### config.mk
export PLATFORM = sky130hd
export DESIGN_NAME = board_snapshot_reader
export DESIGN_NICKNAME = d
export VERILOG_FILES = /design/src/rtl/board_snapshot_reader.sv
export SDC_FILE = /design/constraint.sdc
export NUM_CORES = 1
export LEC_CHECK = 0
export CAP_MARGIN = 0
export CELL_PAD_IN_SITES_DETAIL_PLACEMENT = 0
export CELL_PAD_IN_SITES_GLOBAL_PLACEMENT = 1
export CORE_UTILIZATION = 55
export CTS_CLUSTER_SIZE = 25
export DETAILED_ROUTE_END_ITERATION = 7
export GPL_ROUTABILITY_DRIVEN = 0
export PLACE_DENSITY = 0.82
export SETUP_SLACK_MARGIN = 0.2
export SYNTH_ARGS = -nofsm -noshare
export SYNTH_HDL_FRONTEND = slang
export SYNTH_SLANG_ARGS = --single-unit
### constraint.sdc
create_clock -name clk_in -period 8 [get_ports clk_in]
set_input_delay 1.6 -clock clk_in [delete_from_list [all_inputs] [get_ports clk_in]]
set_output_delay 1.6 -clock clk_in [all_outputs]
set_load 0.1 [all_outputs]
### src/rtl/board_snapshot_reader.sv
`default_nettype none
// ============================================================================
// Module   : board_snapshot_reader
// Purpose  : Captures one frame of life_logic cells (1 bit per cell, LSB-first)
//            into a byte FIFO that drains over a valid/ready stream.
// Revision : 1.0 - initial release
// ============================================================================
module board_snapshot_reader #(
    parameter int BOARD_W    = 160,
    parameter int BOARD_H    = 120,
    parameter int CELL_SHIFT = 2,
    parameter int FIFO_DEPTH = 16
) (
    input  logic        clk_in,
    input  logic        rst_in,
    input  logic        start_in,
    input  logic [10:0] hcount_in,
    input  logic [9:0]  vcount_in,
    input  logic        blank_in,
    input  logic        alive_in,
    output logic [7:0]  byte_out,
    output logic        byte_valid_out,
    input  logic        byte_ready_in,
    output logic        busy_out,
    output logic        done_out,
    output logic        overflow_out
);
    localparam int c_X_W   = (BOARD_W > 1) ? $clog2(BOARD_W) : 1;
    localparam int c_Y_W   = (BOARD_H > 1) ? $clog2(BOARD_H) : 1;
    localparam int c_PTR_W = $clog2(FIFO_DEPTH);
    localparam int c_CNT_W = c_PTR_W + 1;

    localparam logic [10:0]        c_H_MASK = 11'((1 << CELL_SHIFT) - 1);
    localparam logic [9:0]         c_V_MASK = 10'((1 << CELL_SHIFT) - 1);
    localparam logic [10:0]        c_W_LIM  = 11'(BOARD_W);
    localparam logic [9:0]         c_H_LIM  = 10'(BOARD_H);
    localparam logic [c_X_W-1:0]   c_X_LAST = c_X_W'(BOARD_W - 1);
    localparam logic [c_Y_W-1:0]   c_Y_LAST = c_Y_W'(BOARD_H - 1);
    localparam logic [c_CNT_W-1:0] c_FULL   = c_CNT_W'(FIFO_DEPTH);

    localparam logic [1:0] c_ST_IDLE    = 2'd0;
    localparam logic [1:0] c_ST_ARMED   = 2'd1;
    localparam logic [1:0] c_ST_CAPTURE = 2'd2;
    localparam logic [1:0] c_ST_DRAIN   = 2'd3;

    logic [1:0]         r_state;
    logic [c_X_W-1:0]   r_cell_x;
    logic [c_Y_W-1:0]   r_cell_y;
    logic [7:0]         r_shreg;
    logic               r_busy;
    logic               r_done;
    logic               r_overflow;
    logic [7:0]         r_mem [FIFO_DEPTH];
    logic [c_PTR_W-1:0] r_wr_ptr;
    logic [c_PTR_W-1:0] r_rd_ptr;
    logic [c_CNT_W-1:0] r_count;

    logic [10:0] w_cell_h;
    logic [9:0]  w_cell_v;
    logic        w_sample;
    logic        w_origin;
    logic        w_push_req;
    logic        w_full;
    logic        w_pop;
    logic        w_push;
    logic        w_drop;
    logic [7:0]  w_push_data;

    // A sample point is the top-left pixel of an on-board cell in active video.
    assign w_cell_h = hcount_in >> CELL_SHIFT;
    assign w_cell_v = vcount_in >> CELL_SHIFT;
    assign w_sample = !blank_in
                      && ((hcount_in & c_H_MASK) == 11'd0)
                      && ((vcount_in & c_V_MASK) == 10'd0)
                      && (w_cell_h < c_W_LIM)
                      && (w_cell_v < c_H_LIM);
    assign w_origin = w_sample && (hcount_in == 11'd0) && (vcount_in == 10'd0);

    assign w_push_req  = (r_state == c_ST_CAPTURE) && w_sample && (r_cell_x[2:0] == 3'd7);
    assign w_push_data = {alive_in, r_shreg[7:1]};
    assign w_full      = (r_count == c_FULL);
    assign w_pop       = byte_valid_out && byte_ready_in;
    // A pop on the same edge frees the slot, so a full FIFO still accepts.
    assign w_push      = w_push_req && (!w_full || w_pop);
    assign w_drop      = w_push_req && w_full && !w_pop;

    always_ff @(posedge clk_in or posedge rst_in) begin
        if (rst_in) begin
            r_state    <= c_ST_IDLE;
            r_cell_x   <= '0;
            r_cell_y   <= '0;
            r_shreg    <= '0;
            r_busy     <= 1'b0;
            r_done     <= 1'b0;
            r_overflow <= 1'b0;
        end else begin
            r_done <= 1'b0;
            if (w_drop) begin
                r_overflow <= 1'b1;
            end
            case (r_state)
                c_ST_IDLE: begin
                    if (start_in) begin
                        r_state    <= c_ST_ARMED;
                        r_busy     <= 1'b1;
                        r_overflow <= 1'b0;
                    end
                end
                c_ST_ARMED: begin
                    if (w_origin) begin
                        r_shreg  <= {alive_in, r_shreg[7:1]};
                        r_cell_x <= c_X_W'(1);
                        r_cell_y <= '0;
                        r_state  <= c_ST_CAPTURE;
                    end
                end
                c_ST_CAPTURE: begin
                    if (w_sample) begin
                        r_shreg <= {alive_in, r_shreg[7:1]};
                        if (r_cell_x == c_X_LAST) begin
                            r_cell_x <= '0;
                            if (r_cell_y == c_Y_LAST) begin
                                r_cell_y <= '0;
                                r_state  <= c_ST_DRAIN;
                            end else begin
                                r_cell_y <= r_cell_y + 1'b1;
                            end
                        end else begin
                            r_cell_x <= r_cell_x + 1'b1;
                        end
                    end
                end
                c_ST_DRAIN: begin
                    if (r_count == '0) begin
                        r_done  <= 1'b1;
                        r_busy  <= 1'b0;
                        r_state <= c_ST_IDLE;
                    end
                end
                default: r_state <= c_ST_IDLE;
            endcase
        end
    end

    always_ff @(posedge clk_in or posedge rst_in) begin
        if (rst_in) begin
            r_wr_ptr <= '0;
            r_rd_ptr <= '0;
            r_count  <= '0;
        end else begin
            if (w_push) begin
                r_wr_ptr <= r_wr_ptr + 1'b1;
            end
            if (w_pop) begin
                r_rd_ptr <= r_rd_ptr + 1'b1;
            end
            case ({w_push, w_pop})
                2'b10:   r_count <= r_count + 1'b1;
                2'b01:   r_count <= r_count - 1'b1;
                default: r_count <= r_count;
            endcase
        end
    end

    always_ff @(posedge clk_in) begin
        if (w_push) begin
            r_mem[r_wr_ptr] <= w_push_data;
        end
    end

    assign byte_valid_out = (r_count != '0);
    assign byte_out       = byte_valid_out ? r_mem[r_rd_ptr] : 8'h00;
    assign busy_out       = r_busy;
    assign done_out       = r_done;
    assign overflow_out   = r_overflow;

endmodule
`default_nettype wire

# Yosys cells after proc, flatten, opt, wreduce, memory -nomap -nowiden
# Memories as Yosys holds them, arrays and structs flattened.
# Index checks and enable logic that the tools add are counted.
# totals
latchBits	0
n_memories	1
mem_bits_rw	128
elab_cells	95
output_inout_bits	12
mem_bits_ro	0
register_bits	41
# memory_table
name	depth	width	read_ports	rd_ports_with_merged_regs	wr	line	source
r_mem	16	8	1	0	1	53	logic [7:0] r_mem [FIFO_DEPTH];
# classes
multipliers	0
eq_ne	15
bitwise	0
muxes	31
order_cmp	2
n_addsub	6
n_div	0
n_shift	0
n_reduce_logical	30
# ops
operator	n
2-to-1 mux 8 bit	6
case mux 8 bit (2 select lines)	2
2-to-1 mux 7 bit	4
zero test 11 bit	2
zero test 10 bit	2
case mux 7 bit (2 select lines)	1
logical AND 1 bit	12
2-to-1 mux 2 bit	6
case mux 5 bit (2 select lines)	1
< comparator 9 x 8 -> 1 bit (second input constant)	1
2-to-1 mux 1 bit	9
adder 4 x 1 -> 4 bit (second input constant)	2
adder 8 x 1 -> 8 bit (second input constant)	1
equality test 8 bit (second input constant)	1
< comparator 8 x 7 -> 1 bit (second input constant)	1
inequality test 2 bit (second input constant)	4
case mux 2 bit (4 select lines)	1
adder 7 x 1 -> 7 bit (second input constant)	1
equality test 7 bit (second input constant)	1
equality test 2 bit (second input constant)	3
AND reduction 3 bit	2
AND reduction 6 bit	1
nonzero test 2 bit	3
adder 5 x 1 -> 5 bit (second input constant)	1
other kinds (12)	16

# Depth between registers and ports, before layout
# depth
depth_word	12
ltp_mapped	13
depth_no_buf	12

# Worst setup path before layout
# No wires, ideal clock.
# synth_path
path_kind	register to output
from	register r_rd_ptr[0]
to	output byte_out[0]
arrival_time_ns	2.438
slack_ns	3.962
path_stages_with_launch	6
path_buffers	2
t_required_ns	6.400
path_cell_list	dfrtp_1 > clkbuf_1 > buf_2 > mux4_2 > mux4_2 > and2_1
# synth_between
elab_chain_len	2
# synth_lines
item	line	source
start, declared	55	logic [c_PTR_W-1:0] r_rd_ptr;
start signal, assigned	155	r_rd_ptr <= r_rd_ptr + 1'b1;
memory read (16 x 8 bit)	-	
2-to-1 mux 8 bit	172	assign byte_out = byte_valid_out ? r_mem[r_rd_ptr] : 8'h00;
end, declared	21	output logic [7:0] byte_out,
# Every way passes these cells.

# Final worst setup path
# layout_path
from	register r_rd_ptr[0]
to	output byte_out[2]
# Same word-level chain as after synthesis.

==> metrics.md <==
| Metric | Value |
|---|---|
| Outcome | `finished clean` |
| DRC violation total after the first TritonRoute iteration | `about 400` |
| PostCTS Resize Cnt | `0` |
| Area leader, netlist | `edfxtp_1` |
| DIE HEIGHT | `117.5 µm` |
| Max FO, Critical Path | `19` |
| Final wirelength | `15180 µm` |
| Finished Core Util | `about 67%` |
| Layout cell share with drive strength beyond 1 | `17.96%` |
| Clk_lat worst skew | `0.43 ns` |
| CTS Sinks | `168` |
| Rel. slew slack | `25.63%` |
| Ranking of synthesized cells by area | `edfxtp_1 (52%), dfrtp_1 (14%), mux4_2 (12%)` |
| Post-cts hold buffer count | `0` |
| Filler cells | `885` |
| Nets | `530` |
| First-pass GRT wire length | `about 24000 µm` |
| WL per Instance | `22.55 µm` |
| Setup violators final | `0` |
| Antenna violations before repair | `0` |
| DR pass1 iterations | `4` |
| GRT overflow | `0` |
| Leak | `0.003292 µW` |
| Synth top area share | `52.42%` |
| Num CTS Buffers | `17` |
| VDD IR max | `137.0 µV` |
| Top_reg_cell synth | `edfxtp_1` |
| Setup TNS | `0 ns` |
| Worst-Margin Slew | `roughly 1.1 ns` |
| Syn_area_per_cell | `16.59 µm²` |
| Ant diodes | `0` |
| Floorplan row count | `about 40` |
| Setup CP Type | `reg -> out` |
| Post-Syn Nets | `484` |
| Final Max Tran Viols | `0` |
| Post-CTS Setup Inserts | `0` |
| Core Area | `~13000 µm²` |
| Worst Path Required | `6.40 ns` |
| Initial core utilization | `57.17%` |
| H-tree Lvls | `4` |
| Post-synth EDFFs | `128` |
| Worst setup skew after layout | `0.007331 ns` |
| Tightest Hold Check Type | `reg -> reg` |
| Most common cell in the netlist | `edfxtp_1` |
| Vias/cell | `6.178` |
| DP HPWL | `10010 µm` |
| Worst Setup Start Kind | `flop` |
| Async set or reset register ratio after synthesis | `23.81%` |
| Syn-to-layout area delta | `16.59%` |
| Synthesis-stage register bit count | `168` |
| Setup crit end kind | `output port` |
| Routed Antenna Nets | `0` |
| RSZ-0062 raised after global routing | `no` |
| Max cap viols | `0` |
| Final Hold Violating Endpoints | `0` |
| Die area | `13800 µm²` |
| Pwr Total | `2247 µW` |
| Final period util | `67.77%` |
| Post-DP Area | `7910 µm²` |
| Synthesized netlist cell count | `~440` |
| Power Dens Cells | `roughly 260 nW/µm²` |
| Minimum clock period | `5.422 ns` |
| CTS tree | `done` |
| Via count | `between 4000 and 5000` |
| Post-Syn Area | `around 7300 µm²` |
| Vias in the first global route | `4019` |
| Clock Path Buffers | `2` |
| Commonest cells in the netlist | `edfxtp_1 (128), dfrtp_1 (40), mux4_2 (40), and2_1 (22), nand2_1 (21)` |
| Fmax | `approximately 180 MHz` |
| Crit path DAT | `3.82 ns` |
| Largest net degree at the start of global routing | `41` |
| Clk slew on worst S/H paths | `0.06 ns` |
| Final instance area | `~8500 µm²` |
| Library cells used by synthesis | `58` |
| Die width | `117.5 µm` |
| Port Buf Inserts | `38` |
| Root buffer cell | `clkbuf_16` |
| Synth warn | `0` |
| # IOs | `39` |
| GR Util All Layers | `about a quarter` |
| Drt drc | `0` |
| Seq/Total Area, Yosys | `66.08%` |
-- critical path, cell delays in order, from the launching register on --
cell	delay, ns
dfrtp_2	0.71
buf_4	0.45
mux4_2	0.56
mux4_2	0.50
and2_1	0.18
clkdlybuf4s50_1	0.97
-- cell type report --
cell class	instances	area, µm²	area share [%]
clock buffer	18	429.2	5.020
clock inverter	14	209.0	2.444
inverter	9	33.78	0.3952
multi-input combinational	246	2375	27.78
sequential	168	4846	56.69
tap	172	215.2	2.518
timing repair buffer	46	440.4	5.152
-- placed cells by master (no fill, tap or decap), types with 7 or more instances in the layout --
cell type,netlist,layout
and2_1,22,22
buf_4,0,8
clkbuf_16,0,17
clkdlybuf4s50_1,0,38
dfrtp_1,40,39
edfxtp_1,128,128
ha_1,15,15
inv_1,8,8
mux2_1,12,12
mux4_2,40,40
nand2_1,21,21
nand3_1,12,12
nor2_1,16,16
nor3_1,7,7
xnor2_1,8,8
-- state kept, by name, summed over array words and instances, names as in the netlist --
signal / flops
r_wr_ptr: 4
r_rd_ptr: 4
overflow_out: 1
r_count: 5
done_out: 1
r_cell_y: 7
r_state: 2
r_shreg: 7
r_mem: 128
r_cell_x: 8
busy_out: 1
-- cells by family after synthesis --
kind of cell	Yosys count	share of synthesized area, %
fa+ha+maj	15	2.560
compound gates	50	5.069
flops	168	66.08
simple gates	117	9.164
buf+inv	28	1.536
xor+xnor	10	1.195
mux	54	14.40
-- stage by stage --
step                setup slack, ns  std cells  hold slack, ns
CTS                           2.496        673          0.5263
global placement              3.030        641          0.5076
floorplan                     3.962        442          0.4894
global route                  2.373        673          0.5560
detailed placement            2.989        641          0.5123
finish                        2.578        673          0.5259
-- layer usage --
metal | global-route usage, % | up-vias | wire length, µm
li1 | - | 1852 | -
met1 | 34.75 | 2147 | 6795
met2 | 35.21 | 135 | 7219
met3 | 6.492 | 24 | 882
met4 | 8.494 | 0 | 278
met5 | 0 | - | 0
-- power by group --
group	switching [µW]	total, µW	internal (µW)
Sequential	77.9	1030	954
Combinational	172	334	163
Clock	350	881	531
-- final timing paths --
check | to | cells after the start | slack, ns | from
worst max-delay path | byte_out[2] | 5 | 2.58 | r_rd_ptr[0]$_DFFE_PP0P_
worst min-delay path | r_cell_y[1]$_DFFE_PP0P_ | 1 | 0.53 | r_cell_y[1]$_DFFE_PP0P_
worst max register to register | r_count[4]$_DFFE_PP0P_ | 12 | 4.87 | r_state[0]$_DFFE_PP0P_
worst min register to register | r_cell_y[1]$_DFFE_PP0P_ | 1 | 0.53 | r_cell_y[1]$_DFFE_PP0P_
max in group asynchronous | r_rd_ptr[0]$_DFFE_PP0P_ | 3 | 6.01 | rst_in
min in group asynchronous | r_shreg[5]$_DFFE_PP0P_ | 3 | 1.60 | rst_in
(Power assumes the default switching activity.)
